### config.mk
export PLATFORM = sky130hd
export DESIGN_NAME = mem_arbiter_flat
export DESIGN_NICKNAME = d
export VERILOG_FILES = /design/src/rtl/mem_arbiter_if.sv /design/src/rtl/mem_arbiter.sv /design/src/flat_wrapper.sv
export SDC_FILE = /design/constraint.sdc
export NUM_CORES = 1
export LEC_CHECK = 0
export ABC_CLOCK_PERIOD_IN_PS = 4300
export BUFFER_PORTS_ARGS = -buffer_cell sky130_fd_sc_hd__buf_2
export CAP_MARGIN = 10
export CORE_ASPECT_RATIO = 0.7
export CORE_MARGIN = 2
export CORE_UTILIZATION = 25
export CTS_CLUSTER_SIZE = 10
export DETAILED_ROUTE_END_ITERATION = 8
export GPL_TIMING_DRIVEN = 0
export PLACE_DENSITY_LB_ADDON = 0.1
export REMOVE_ABC_BUFFERS = 1
export SLEW_MARGIN = 20
export SYNTH_ARGS = -nofsm -noshare
export SYNTH_HDL_FRONTEND = slang
export SYNTH_SLANG_ARGS = --single-unit
### constraint.sdc
create_clock -name clk -period 4.3 [get_ports clk]
set_input_delay 0.215 -clock clk [delete_from_list [all_inputs] [get_ports clk]]
set_output_delay 0.215 -clock clk [all_outputs]
set_load 0.02 [all_outputs]
### src/rtl/mem_arbiter_if.sv
// ---------------------------------------------------------------------------
// mem_arbiter_if: fetch/data request ports and memory bus of mem_arbiter
// Rev 1.0
// ---------------------------------------------------------------------------
`default_nettype none
`timescale 1ns/1ps

interface mem_arbiter_if;
  logic        if_req;
  logic [31:0] if_addr;
  logic        if_gnt;
  logic        if_done;
  logic [31:0] if_rdata;

  logic        d_req;
  logic        d_we;
  logic [2:0]  d_funct3;
  logic [31:0] d_addr;
  logic [31:0] d_wdata;
  logic        d_gnt;
  logic        d_done;
  logic [31:0] d_rdata;

  logic        write_mem;
  logic [2:0]  funct3;
  logic [31:0] write_address;
  logic [31:0] write_data;
  logic [31:0] read_address;
  logic [31:0] read_data;
  logic        busy;

  modport slave (
    input  if_req, if_addr, d_req, d_we, d_funct3, d_addr, d_wdata, read_data,
    output if_gnt, if_done, if_rdata, d_gnt, d_done, d_rdata,
           write_mem, funct3, write_address, write_data, read_address, busy
  );

  modport master (
    output if_req, if_addr, d_req, d_we, d_funct3, d_addr, d_wdata, read_data,
    input  if_gnt, if_done, if_rdata, d_gnt, d_done, d_rdata,
           write_mem, funct3, write_address, write_data, read_address, busy
  );
endinterface

`default_nettype wire

### src/rtl/mem_arbiter.sv
// ---------------------------------------------------------------------------
// mem_arbiter: round-robin sharing of single-port memory by fetch and load/store
// Rev 1.0
// ---------------------------------------------------------------------------
`default_nettype none
`timescale 1ns/1ps

module mem_arbiter #(
  parameter int READ_LATENCY = 1
) (
  input  wire logic     clk,
  input  wire logic     rst_n,
  mem_arbiter_if.slave  bus
);

  typedef enum logic [1:0] {
    IDLE   = 2'd0,
    ACCESS = 2'd1,
    WAIT   = 2'd2
  } state_t;

  localparam logic [2:0] c_fetch_funct3 = 3'b010;
  localparam logic [2:0] c_wait_load    = (READ_LATENCY > 0) ? 3'(READ_LATENCY - 1) : 3'd0;

  state_t      r_state;
  state_t      w_state_next;
  logic        r_last_d;
  logic        r_we;
  logic [2:0]  r_cnt;
  logic [2:0]  r_funct3;
  logic [31:0] r_write_address;
  logic [31:0] r_write_data;
  logic [31:0] r_read_address;
  logic [31:0] r_if_rdata;
  logic [31:0] r_d_rdata;
  logic        r_if_done;
  logic        r_d_done;

  logic        w_gnt_if;
  logic        w_gnt_d;
  logic        w_capture;
  logic        w_store_done;

  // r_last_d doubles as the owner of the transaction in flight.
  always_comb begin
    w_state_next = r_state;
    w_gnt_if     = 1'b0;
    w_gnt_d      = 1'b0;
    w_capture    = 1'b0;
    w_store_done = 1'b0;
    case (r_state)
      IDLE: begin
        w_gnt_d  = rst_n && bus.d_req && (!bus.if_req || !r_last_d);
        w_gnt_if = rst_n && bus.if_req && !w_gnt_d;
        if (w_gnt_d || w_gnt_if) begin
          w_state_next = ACCESS;
        end
      end
      ACCESS: begin
        if (r_we) begin
          w_store_done = 1'b1;
          w_state_next = IDLE;
        end else if (READ_LATENCY == 0) begin
          w_capture    = 1'b1;
          w_state_next = IDLE;
        end else begin
          w_state_next = WAIT;
        end
      end
      WAIT: begin
        if (r_cnt == 3'd0) begin
          w_capture    = 1'b1;
          w_state_next = IDLE;
        end
      end
      default: w_state_next = IDLE;
    endcase
  end

  always_ff @(posedge clk or negedge rst_n) begin
    if (!rst_n) begin
      r_state         <= IDLE;
      r_last_d        <= 1'b0;
      r_we            <= 1'b0;
      r_cnt           <= 3'd0;
      r_funct3        <= c_fetch_funct3;
      r_write_address <= 32'd0;
      r_write_data    <= 32'd0;
      r_read_address  <= 32'd0;
      r_if_rdata      <= 32'd0;
      r_d_rdata       <= 32'd0;
      r_if_done       <= 1'b0;
      r_d_done        <= 1'b0;
    end else begin
      r_state   <= w_state_next;
      r_if_done <= w_capture && !r_last_d;
      r_d_done  <= (w_capture && r_last_d) || w_store_done;

      if (w_gnt_d) begin
        r_last_d <= 1'b1;
        r_we     <= bus.d_we;
        r_funct3 <= bus.d_funct3;
        if (bus.d_we) begin
          r_write_address <= bus.d_addr;
          r_write_data    <= bus.d_wdata;
        end else begin
          r_read_address  <= bus.d_addr;
        end
      end else if (w_gnt_if) begin
        r_last_d       <= 1'b0;
        r_we           <= 1'b0;
        r_funct3       <= c_fetch_funct3;
        r_read_address <= bus.if_addr;
      end

      if (r_state == ACCESS && !r_we) begin
        r_cnt <= c_wait_load;
      end else if (r_state == WAIT && r_cnt != 3'd0) begin
        r_cnt <= r_cnt - 3'd1;
      end

      if (w_capture) begin
        if (r_last_d) begin
          r_d_rdata  <= bus.read_data;
        end else begin
          r_if_rdata <= bus.read_data;
        end
      end
    end
  end

  assign bus.if_gnt        = w_gnt_if;
  assign bus.d_gnt         = w_gnt_d;
  assign bus.if_done       = r_if_done;
  assign bus.d_done        = r_d_done;
  assign bus.if_rdata      = r_if_rdata;
  assign bus.d_rdata       = r_d_rdata;
  assign bus.write_mem     = (r_state == ACCESS) && r_we;
  assign bus.funct3        = r_funct3;
  assign bus.write_address = r_write_address;
  assign bus.write_data    = r_write_data;
  assign bus.read_address  = r_read_address;
  assign bus.busy          = (r_state != IDLE);

endmodule

`default_nettype wire

### src/flat_wrapper.sv
// flat-port wrapper written by rule: the top's interface ports become plain ports
module mem_arbiter_flat 
#(
  parameter int READ_LATENCY = 1
)
  (clk, rst_n, bus_if_req, bus_if_addr, bus_d_req, bus_d_we, bus_d_funct3, bus_d_addr, bus_d_wdata, bus_read_data, bus_if_gnt, bus_if_done, bus_if_rdata, bus_d_gnt, bus_d_done, bus_d_rdata, bus_write_mem, bus_funct3, bus_write_address, bus_write_data, bus_read_address, bus_busy);
  mem_arbiter_if bus_i ();
  input  wire logic clk;
  input  wire logic rst_n;
  input wire logic [$bits(bus_i.if_req)-1:0] bus_if_req;
  input wire logic [$bits(bus_i.if_addr)-1:0] bus_if_addr;
  input wire logic [$bits(bus_i.d_req)-1:0] bus_d_req;
  input wire logic [$bits(bus_i.d_we)-1:0] bus_d_we;
  input wire logic [$bits(bus_i.d_funct3)-1:0] bus_d_funct3;
  input wire logic [$bits(bus_i.d_addr)-1:0] bus_d_addr;
  input wire logic [$bits(bus_i.d_wdata)-1:0] bus_d_wdata;
  input wire logic [$bits(bus_i.read_data)-1:0] bus_read_data;
  output wire logic [$bits(bus_i.if_gnt)-1:0] bus_if_gnt;
  output wire logic [$bits(bus_i.if_done)-1:0] bus_if_done;
  output wire logic [$bits(bus_i.if_rdata)-1:0] bus_if_rdata;
  output wire logic [$bits(bus_i.d_gnt)-1:0] bus_d_gnt;
  output wire logic [$bits(bus_i.d_done)-1:0] bus_d_done;
  output wire logic [$bits(bus_i.d_rdata)-1:0] bus_d_rdata;
  output wire logic [$bits(bus_i.write_mem)-1:0] bus_write_mem;
  output wire logic [$bits(bus_i.funct3)-1:0] bus_funct3;
  output wire logic [$bits(bus_i.write_address)-1:0] bus_write_address;
  output wire logic [$bits(bus_i.write_data)-1:0] bus_write_data;
  output wire logic [$bits(bus_i.read_address)-1:0] bus_read_address;
  output wire logic [$bits(bus_i.busy)-1:0] bus_busy;
  assign bus_i.if_req = bus_if_req;
  assign bus_i.if_addr = bus_if_addr;
  assign bus_i.d_req = bus_d_req;
  assign bus_i.d_we = bus_d_we;
  assign bus_i.d_funct3 = bus_d_funct3;
  assign bus_i.d_addr = bus_d_addr;
  assign bus_i.d_wdata = bus_d_wdata;
  assign bus_i.read_data = bus_read_data;
  assign bus_if_gnt = bus_i.if_gnt;
  assign bus_if_done = bus_i.if_done;
  assign bus_if_rdata = bus_i.if_rdata;
  assign bus_d_gnt = bus_i.d_gnt;
  assign bus_d_done = bus_i.d_done;
  assign bus_d_rdata = bus_i.d_rdata;
  assign bus_write_mem = bus_i.write_mem;
  assign bus_funct3 = bus_i.funct3;
  assign bus_write_address = bus_i.write_address;
  assign bus_write_data = bus_i.write_data;
  assign bus_read_address = bus_i.read_address;
  assign bus_busy = bus_i.busy;
  mem_arbiter #(.READ_LATENCY(READ_LATENCY)) u_core (.clk(clk), .rst_n(rst_n), .bus(bus_i));
endmodule
==> results of run 1 <==
-- layer usage --
layer  global-route usage  share of wire
met1                0.172           0.44
met5                    0              0
met4               0.0484          0.017
met3               0.0335          0.041
met2                0.225           0.50
-- worst max-delay path by stage --
stage                           start                            to  slack, ps  cells past startpoint
floorplan           u_core.r_state[0]  u_core.bus.write_address[13]       1540                      4
CTS                             rst_n     u_core.bus.write_data[20]        990                      7
global route                    rst_n    u_core.bus.read_address[9]        720                      9
global placement                rst_n    u_core.bus.read_address[5]      -2330                      4
finish                          rst_n      u_core.bus.write_data[1]       1030                      7
detailed placement              rst_n     u_core.bus.write_data[20]       1120                      6
-- power by group through the flow --
stage / logic (mW) / registers, mW / clock network [mW]
after floorplan: 0.887 / 3.63 / 0
after global placement: 2.92 / 2.71 / 0
after detailed placement: 2.96 / 2.75 / 0
after CTS: 2.98 / 2.73 / 1.53
after global routing: 3.09 / 2.82 / 1.60
final: 2.92 / 2.73 / 1.47
-- registers in the layout, summed over array words and instances, names as in the netlist --
name                      count
u_core.bus.if_rdata          32
u_core.bus.if_done            1
u_core.r_we                   1
u_core.bus.d_rdata           32
u_core.r_cnt                  3
u_core.bus.read_address      32
u_core.r_state                2
u_core.r_last_d               1
u_core.bus.write_data        32
u_core.bus.funct3             3
u_core.bus.write_address     32
u_core.bus.d_done             1
-- what timing repair did --
item,in CTS,in global routing
setup buffers,0,0
hold endpoints to repair,104,0
hold buffers,27,0
-- cell usage after synthesis, drive strengths merged --
cell type,instances
nand2b,5
a21o,1
o22a,32
nand3,2
nor3,2
a21oi,2
buf,15
and3b,1
nand4b,1
o21ai,3
dfstp,1
nand3b,1
a221oi,1
a22o,2
or2,1
a211oi,1
ha,2
o31ai,1
and3,1
inv,5
nor2,4
clkbuf,10
nand2,8
nor3b,1
o21a,33
mux2,128
dfrtp,171
a21boi,1
-- final cells by class --
type / instances / area share
timing repair buffer: 339 / 0.201
tap: 364 / 0.0467
clock inverter: 11 / 0.00885
multi-input combinational: 234 / 0.252
clock buffer: 21 / 0.0482
antenna: 1 / 0.000257
inverter: 5 / 0.00192
sequential: 172 / 0.441
-- metrics by stage --
step | worst slack, ps | total power [mW] | setup TNS, ps
finish | 1030 | 7.12 | 0
global route | 718 | 7.51 | 0
CTS | 992 | 7.24 | 0
detailed placement | 1120 | 5.70 | 0
global placement | -2330 | 5.63 | -201990
floorplan | 1540 | 4.52 | 0
-- kinds of logic (layout without fill, tap and decap cells) --
logic type	after synthesis	count (layout)	share of synthesized area
adders and majority gates	2	2	0.00362
AOI/OAI and AO/OA	77	77	0.0883
other	0	1	0
muxes	128	128	0.235
DFF	172	172	0.624
buffers and inverters	30	376	0.0257
and+or+nand+nor	27	27	0.0232
-- worst reg2reg max path: stages (launching register included) --
cell     delay [ps]
dfrtp_1         510
nor3b_4         320
and3_1          450
nand2_8         420
mux2_4          600
==> run metrics, run 1 <==
H-tree levels 4; # nets final ~910; peak supply drop 0.000251 V; Max Cap Viol 0; Mapped Area 6900 µm²; First-pass DRT Iterations 4; Post-Route WL around 20000 µm; crit-path max cell delay between 500 and 600 ps; WS Path Type primary input to register; clk sinks 172; largest net degree at the start of global routing 96; worst-path cell with the longest stage delay dlygate4sd3_1; sequential cell area about 4300 µm²; Die Width about 200 µm; IO buf count 304; initial core utilization 0.256; total global routing overflow 0; status finished clean; area grow syn2layout 41.3%; switching power total 2.71 mW; IO Count just over 300; WHS Endpoint u_core.bus.funct3[2]; min Tclk post-route 3270 ps; Post-Layout Cell Count approximately 1100; die area 29000 µm²; first-pass GRT wire length 30200 µm; Pins Over Slew Limit 0; Hold Slack 31.4 ps; hold_sp bus_d_funct3[2]; GR Util All Layers 0.136; RSZ-0062 raised after global routing no; warnings from Yosys 0; area of the multi-input gates 2460 µm²; CP top delay family buffers and inverters; GPL Wtd Cong 0.794; crit path max fanout 95; FF-to-FF End u_core.bus.write_data[1]; Cells after DPL 1087; initial antenna violation count 1; HPWL after DPL 14400 µm; Leak Pwr ~4.7 nW; commonest non-fill, non-tap cells in the layout buf_2, dfrtp_1, mux2_2; Sequential Power Share 0.383; Int Power 4.41 mW; remaining antenna violation count 0; sequential fraction of the synthesis area 0.624; R2R Setup Slk 1890 ps; Fin Clk Skew 9.08 ps; drt via density 4.24; Combinational Power Share 0.411; CP Launch Type primary input; Avg Cell Area, Syn 15.8 µm²; #FFs+latches synth about 170; Clock Path Buffers 2; Final period util 0.759; vias 4864; pwr dens 730 nW/µm²; Synth top area share 0.620; Slew headroom 0.497; layout cells sized above 1 0.613; wire per inst 17.1 µm; TritonCTS clock tree yes; WP data arrival 3570 ps; area post-placement 8920 µm²; height of the chip ~140 µm; post_cts resized 0; worst hold path type primary input to register; DRT iter0 DRCs 115; Reg2Reg Depth 4; Skew-Pair Late Insertion Delay 430 ps; DRC 0; fillers 2683; Fmax achieved around 300 MHz; Clk pwr share 0.206; reg2reg start u_core.r_state[0]; root buffer cell clkbuf_16; number of global-route vias before repair 5232; placeable core area between 20000 and 30000 µm²; most common cell after layout, fill and taps aside buf_2; dominant cells by area after synthesis dfrtp_1, mux2_2, mux2_4; Crit. End Element register; Required @ worst endpoint 4600 ps; final hold violations 0; CP Buf/Inv Count 3; FP Rows 50; Final Cell Area 9750 µm²; Netlist cell types 33; Hold Crit Depth 2; fin util 0.362; CP Cell Sequence dlygate4sd3_1, buf_8, buf_16, nor3b_4, and3_1, nand2_8, mux2_4; Final setup viols 0; Synth area leader dfrtp_1; clock buffer count from CTS 17; sw frac 0.380; worst-margin pin slew roughly 750 ps; Mapped Cells 436; Clk pin slew, worst setup/hold paths 60 ps
(Power assumes the default switching activity.)
==> inputs of run 2 (changes only) <==
--- a/config.mk
+++ b/config.mk
@@ -5,7 +5,7 @@
 export SDC_FILE = /design/constraint.sdc
 export NUM_CORES = 1
 export LEC_CHECK = 0
-export ABC_CLOCK_PERIOD_IN_PS = 4300
+export ABC_CLOCK_PERIOD_IN_PS = 2940
 export BUFFER_PORTS_ARGS = -buffer_cell sky130_fd_sc_hd__buf_2
 export CAP_MARGIN = 10
 export CORE_ASPECT_RATIO = 0.7
==> constraint.sdc (replaced) <==
create_clock -name clk -period 2.94 [get_ports clk]
set_input_delay 0.147 -clock clk [delete_from_list [all_inputs] [get_ports clk]]
set_output_delay 0.147 -clock clk [all_outputs]
set_load 0.02 [all_outputs]
==> run 2 against run 1 <==
  * Via count rose by 6.6%
  * Critical endpoint unchanged
  * Power grew 47%
  * Final area rose by 8.1%
  * Core utilization up 2.9 points
  * Hold slack gained 28 ps
  * Combinational power up 50%
  * Critical path type unchanged
  * Clock power grew 45%
  * First-iteration DRC count is 17% higher
==> run metrics, run 2 (synthesis results as in run 1) <==
status finished clean (unchanged); Fin Clk Skew 8.07 ps (was 9.08 ps); worst-margin pin slew 739 ps (was 755 ps); WP data arrival 3120 ps (was 3570 ps); Die Width 203 µm (unchanged); worst-path cell with the longest stage delay dlygate4sd3_1 (unchanged); Required @ worst endpoint 3240 ps (was 4600 ps); Cells after DPL 1087 (unchanged); Hold Crit Depth 3 (was 2); Clk pin slew, worst setup/hold paths 70 ps (was 60 ps); drt via density 4.24 (about the same); Final period util 0.960; commonest non-fill, non-tap cells in the layout buf_2, dfrtp_1, dlygate4sd3_1 (was buf_2, dfrtp_1, mux2_2); pwr dens 996 nW/µm² (was 730 nW/µm²); GR Layer Usage met2 0.235 (was 0.225); diodes inserted 0 (was 1); Max Cap Viol 0 (unchanged); total global routing overflow 0 (unchanged); height of the chip 143 µm (unchanged); Pins Over Slew Limit 0 (unchanged); initial core utilization 0.256 (unchanged); number of global-route vias before repair 5591 (was 5232); GPL Wtd Cong 0.794 (unchanged); worst setup margin 118 ps (was 1030 ps); peak supply drop 0.000421 V (was 0.000251 V); DRC 0 (unchanged); IO buf count 304 (unchanged); crit path max fanout 95 (unchanged); Final Power 10.5 mW (was 7.12 mW); First-pass DRT Iterations 4 (unchanged); area post-placement 8920 µm² (unchanged); Post-Layout Cell Count 1224 (was 1147); Clock Path Buffers 2 (unchanged); DRT iter0 DRCs 135 (was 115); final hold violations 0 (unchanged); CP Cell Sequence dlygate4sd3_1, buf_8, buf_16, nor3b_4, and3_1, nand2_8, mux2_4 (unchanged); min Tclk post-route 2820 ps; TritonCTS clock tree yes (unchanged); Post-Route WL 20100 µm (was 19600 µm); clk sinks 172 (unchanged); Fmax achieved 354 MHz; GR Util All Layers 0.139 (was 0.136); met1 Track Usage GR 0.175 (was 0.172); CP Launch Type primary input (unchanged); placeable core area 27000 µm² (unchanged); clock buffer count from CTS 17 (unchanged); Skew-Pair Late Insertion Delay 420 ps (was 430 ps); dpl ws -173 ps (was 1120 ps); most common cell after layout, fill and taps aside buf_2 (unchanged); vias 5186 (was 4864); fin util 0.391 (was 0.362); Leak Pwr 5.08 nW (was 4.75 nW); WS Path Type primary input to register (unchanged); met3 Use GR 0.0324 (was 0.0335); worst hold path type primary input to register (unchanged); Final Cell Area 10500 µm² (was 9750 µm²); root buffer cell clkbuf_16 (unchanged); first-pass GRT wire length 31200 µm (was 30200 µm); Final setup viols 0 (unchanged); initial antenna violation count 0 (was 1); post_cts resized 0 (unchanged); Crit. End Element register (unchanged); Reg2Reg Depth 4 (unchanged); crit-path max cell delay 560 ps (about the same); Slew headroom 0.507 (was 0.497); Hold Slack 59.5 ps (was 31.4 ps); remaining antenna violation count 0 (unchanged); IO Count 305 (unchanged); gr busiest metal met2 (unchanged); wire per inst 16.4 µm (was 17.1 µm); FP Rows 50 (unchanged); HPWL after DPL 14400 µm (unchanged); RSZ-0062 raised after global routing no (unchanged); H-tree levels 4 (unchanged); area grow syn2layout 52.7% (was 41.3%); largest net degree at the start of global routing 96 (unchanged); die area 29000 µm² (unchanged); # nets final 985 (was 907); setup TNS 0 ps (unchanged); layout cells sized above 1 0.563 (was 0.613)
## run 2: timing repair
action,4_1_cts,5_1_grt
hold endpoints to repair,209,0
setup buffers,0,4
hold buffers,101,0
endpoints found under the setup margin,0,8
## run 2: where the power goes
group | internal (mW) | total [mW] | switching [mW]
logic | 1.93 | 4.37 | 2.44
clock network | 1.16 | 2.13 | 0.972
registers | 3.43 | 4.00 | 0.567
total | 6.53 | 10.5 | 3.98
## run 2: worst max-delay path, delay by kind of cell
| kind | cells | cell delay (ps) |
|---|---|---|
| simple gates | 3 | 1250 |
| buf+inv | 3 | 1020 |
| mux | 1 | 470 |
## run 2: area by class of cell
cell class | instances | area [µm²]
clock buffer | 21 | 470
clock inverter | 11 | 86.3
fill | 2641 | 16400
inverter | 5 | 18.8
multi-input combinational | 234 | 2460
sequential | 172 | 4310
tap | 364 | 455
timing repair buffer | 417 | 2750
## run 2: metal layers
layer,vias up,routed length (µm)
met2,114,10200
met4,0,330
met1,2653,8840
li1,2401,-
met3,18,725
met5,-,0
## run 2: final timing paths
| path | start | end | slack (ps) |
|---|---|---|---|
| max | rst_n | u_core.bus.write_data[1] | 120 |
| min | bus_if_addr[25] | u_core.bus.read_address[25] | 60 |
| max reg2reg | u_core.r_state[0] | u_core.bus.write_data[1] | 530 |
| min reg2reg | u_core.r_cnt[2] | u_core.r_cnt[2] | 480 |
| max in group asynchronous | rst_n | u_core.r_cnt[1] | 2150 |
| min in group asynchronous | rst_n | u_core.bus.write_address[0] | 290 |
==> inputs of run 3 (changes only) <==
--- a/config.mk
+++ b/config.mk
@@ -16,6 +16,7 @@
 export GPL_TIMING_DRIVEN = 0
 export PLACE_DENSITY_LB_ADDON = 0.1
 export REMOVE_ABC_BUFFERS = 1
+export SETUP_SLACK_MARGIN = 0.3
 export SLEW_MARGIN = 20
 export SYNTH_ARGS = -nofsm -noshare
 export SYNTH_HDL_FRONTEND = slang
==> run 3 against run 2 <==
  * The flow now finishes with violations (hold timing)
  * Register-to-register slack improved by 220 ps
  * Global-route usage increased by 0.32 points
  * Sequential power about the same
  * Power increased by 0.15%
  * Combinational power about the same
  * Die area unchanged
  * Largest power group unchanged
==> run metrics, run 3 (synthesis results as in run 1) <==
wire per inst 16.8 µm (was 16.4 µm); WP data arrival 2120 ps (was 3120 ps); Fin Clk Skew 9.05 ps (was 8.07 ps); worst-path cell with the longest stage delay dfrtp_1 (was dlygate4sd3_1); min Tclk post-route 2270 ps (was 2820 ps); # nets final 984 (was 985); setup TNS 0 ps (unchanged); Clock Path Buffers 2 (unchanged); HPWL after DPL 14400 µm (unchanged); Post-Route WL 20600 µm (was 20100 µm); final hold violations 93 (was 0); fin util 0.392 (was 0.391); Post-Layout Cell Count 1223 (was 1224); crit path max fanout 23 (was 95); area grow syn2layout 53.1% (was 52.7%); CP Buf/Inv Count 3 (unchanged); Required @ worst endpoint 2790 ps (was 3240 ps); DRT iter0 DRCs 120 (was 135); die area 29000 µm² (unchanged); Pins Over Slew Limit 0 (unchanged); number of global-route vias before repair 5611 (was 5591); Hold Slack -284 ps (was 59.5 ps); total global routing overflow 0 (unchanged); clock buffer count from CTS 17 (unchanged); failing checks hold timing; pwr dens 995 nW/µm² (was 996 nW/µm²); TritonCTS clock tree yes (unchanged); worst hold path type primary input to async pin (was primary input to register); Crit. End Element output port (was register); CP Cell Sequence nor3b_4, nand3_2, buf_12, inv_1, buf_2 (was dlygate4sd3_1, buf_8, buf_16, nor3b_4, and3_1, nand2_8, mux2_4); IO Count 305 (unchanged); height of the chip 143 µm (unchanged); Max Cap Viol 0 (unchanged); largest net degree at the start of global routing 96 (unchanged); Final period util 0.772 (was 0.960); area post-placement 8920 µm² (unchanged); most common cell after layout, fill and taps aside buf_2 (unchanged); layout cells sized above 1 0.563 (about the same); H-tree levels 4 (unchanged); initial core utilization 0.256 (unchanged); Final Cell Area 10600 µm² (was 10500 µm²); first-pass GRT wire length 31700 µm (was 31200 µm); peak supply drop 0.000421 V (unchanged); DRC 0 (unchanged); crit-path max cell delay 520 ps (was 560 ps); commonest non-fill, non-tap cells in the layout buf_2, dfrtp_1, dlygate4sd3_1 (unchanged); Clk pin slew, worst setup/hold paths 70 ps (about the same); CP top delay family simple AND/OR/NAND/NOR gates (unchanged); GPL Wtd Cong 0.794 (unchanged); remaining antenna violation count 0 (unchanged); RSZ-0062 raised after global routing no (unchanged); drt via density 4.26 (was 4.24); initial antenna violation count 0 (unchanged); Leak Pwr 5.08 nW (about the same); Cells after DPL 1087 (unchanged); Die Width 203 µm (unchanged); Skew-Pair Late Insertion Delay 420 ps (about the same); Levels on crit path 5 (was 7); status finished with violations (was finished clean); FP Rows 50 (unchanged); First-pass DRT Iterations 4 (unchanged); worst-margin pin slew 683 ps (was 739 ps); root buffer cell clkbuf_16 (unchanged); diodes inserted 0 (unchanged); clk sinks 172 (unchanged); placeable core area 27000 µm² (unchanged); GR Util All Layers 0.142 (was 0.139); Fmax achieved 441 MHz (was 354 MHz); Slew headroom 0.543 (was 0.507); Reg2Reg Depth 6 (was 4); fillers 2640 (was 2641); IO buf count 304 (unchanged); Post-CTS Hold Buffers 102 (was 101); CP Launch Type register (was primary input); vias 5207 (was 5186); Final setup viols 0 (unchanged); WS Path Type register to output port (was primary input to register)
-- run 3: changes by cell type in the layout (fill, tap and decap cells not counted), sizes merged --
cell,before,now
nand2,8,9
buf,317,315
-- run 3: area by class of cell --
class | count | area [µm²] | area share
Clock inverter | 11 | 86.3 | 0.00817
Timing Repair Buffer | 415 | 2750 | 0.260
Sequential cell | 172 | 4310 | 0.407
Multi-Input combinational cell | 235 | 2480 | 0.235
Clock buffer | 21 | 470 | 0.0445
Inverter | 5 | 18.8 | 0.00178
Tap cell | 364 | 455 | 0.0431
-- run 3: report_power, final --
group          internal [mW]  switching (mW)  total [mW]  leakage, nW
logic                   1.93            2.45        4.38         2.79
clock network           1.16           0.974        2.13        0.270
registers               3.43           0.568        4.00         2.03
total                   6.53            3.99        10.5         5.08
-- run 3: path summary, 6_finish.rpt --
path / startpoint / to / slack (ps)
max reg2reg: u_core.r_cnt[0] / u_core.bus.if_rdata[26] / 750
min: rst_n / u_core.bus.write_data[20] / -280
max in group asynchronous: rst_n / u_core.bus.read_address[30] / 2100
min reg2reg: u_core.r_cnt[2] / u_core.r_cnt[2] / 480
min in group clk: bus_if_addr[25] / u_core.bus.read_address[25] / 60
max: u_core.r_state[0] / bus_if_gnt / 670
-- run 3: metal layers --
metal	GRT usage	vias to the layer above	share of wire
met5	0	-	0
met3	0.0324	20	0.039
li1	-	2395	-
met1	0.181	2663	0.44
met4	0.0507	0	0.017
met2	0.239	129	0.50
-- run 3: metrics by stage --
stage,worst slack (ps),total power [mW]
final,670,10.5
after global routing,508,11.1
after CTS,629,10.7
after detailed placement,-173,8.34
after global placement,-3620,8.24
after floorplan,184,6.61
-- run 3: timing repair --
action,in CTS,in global routing
setup endpoints to repair,10,0
hold endpoints to repair,209,93
resized for setup,2,0
setup buffers,1,0
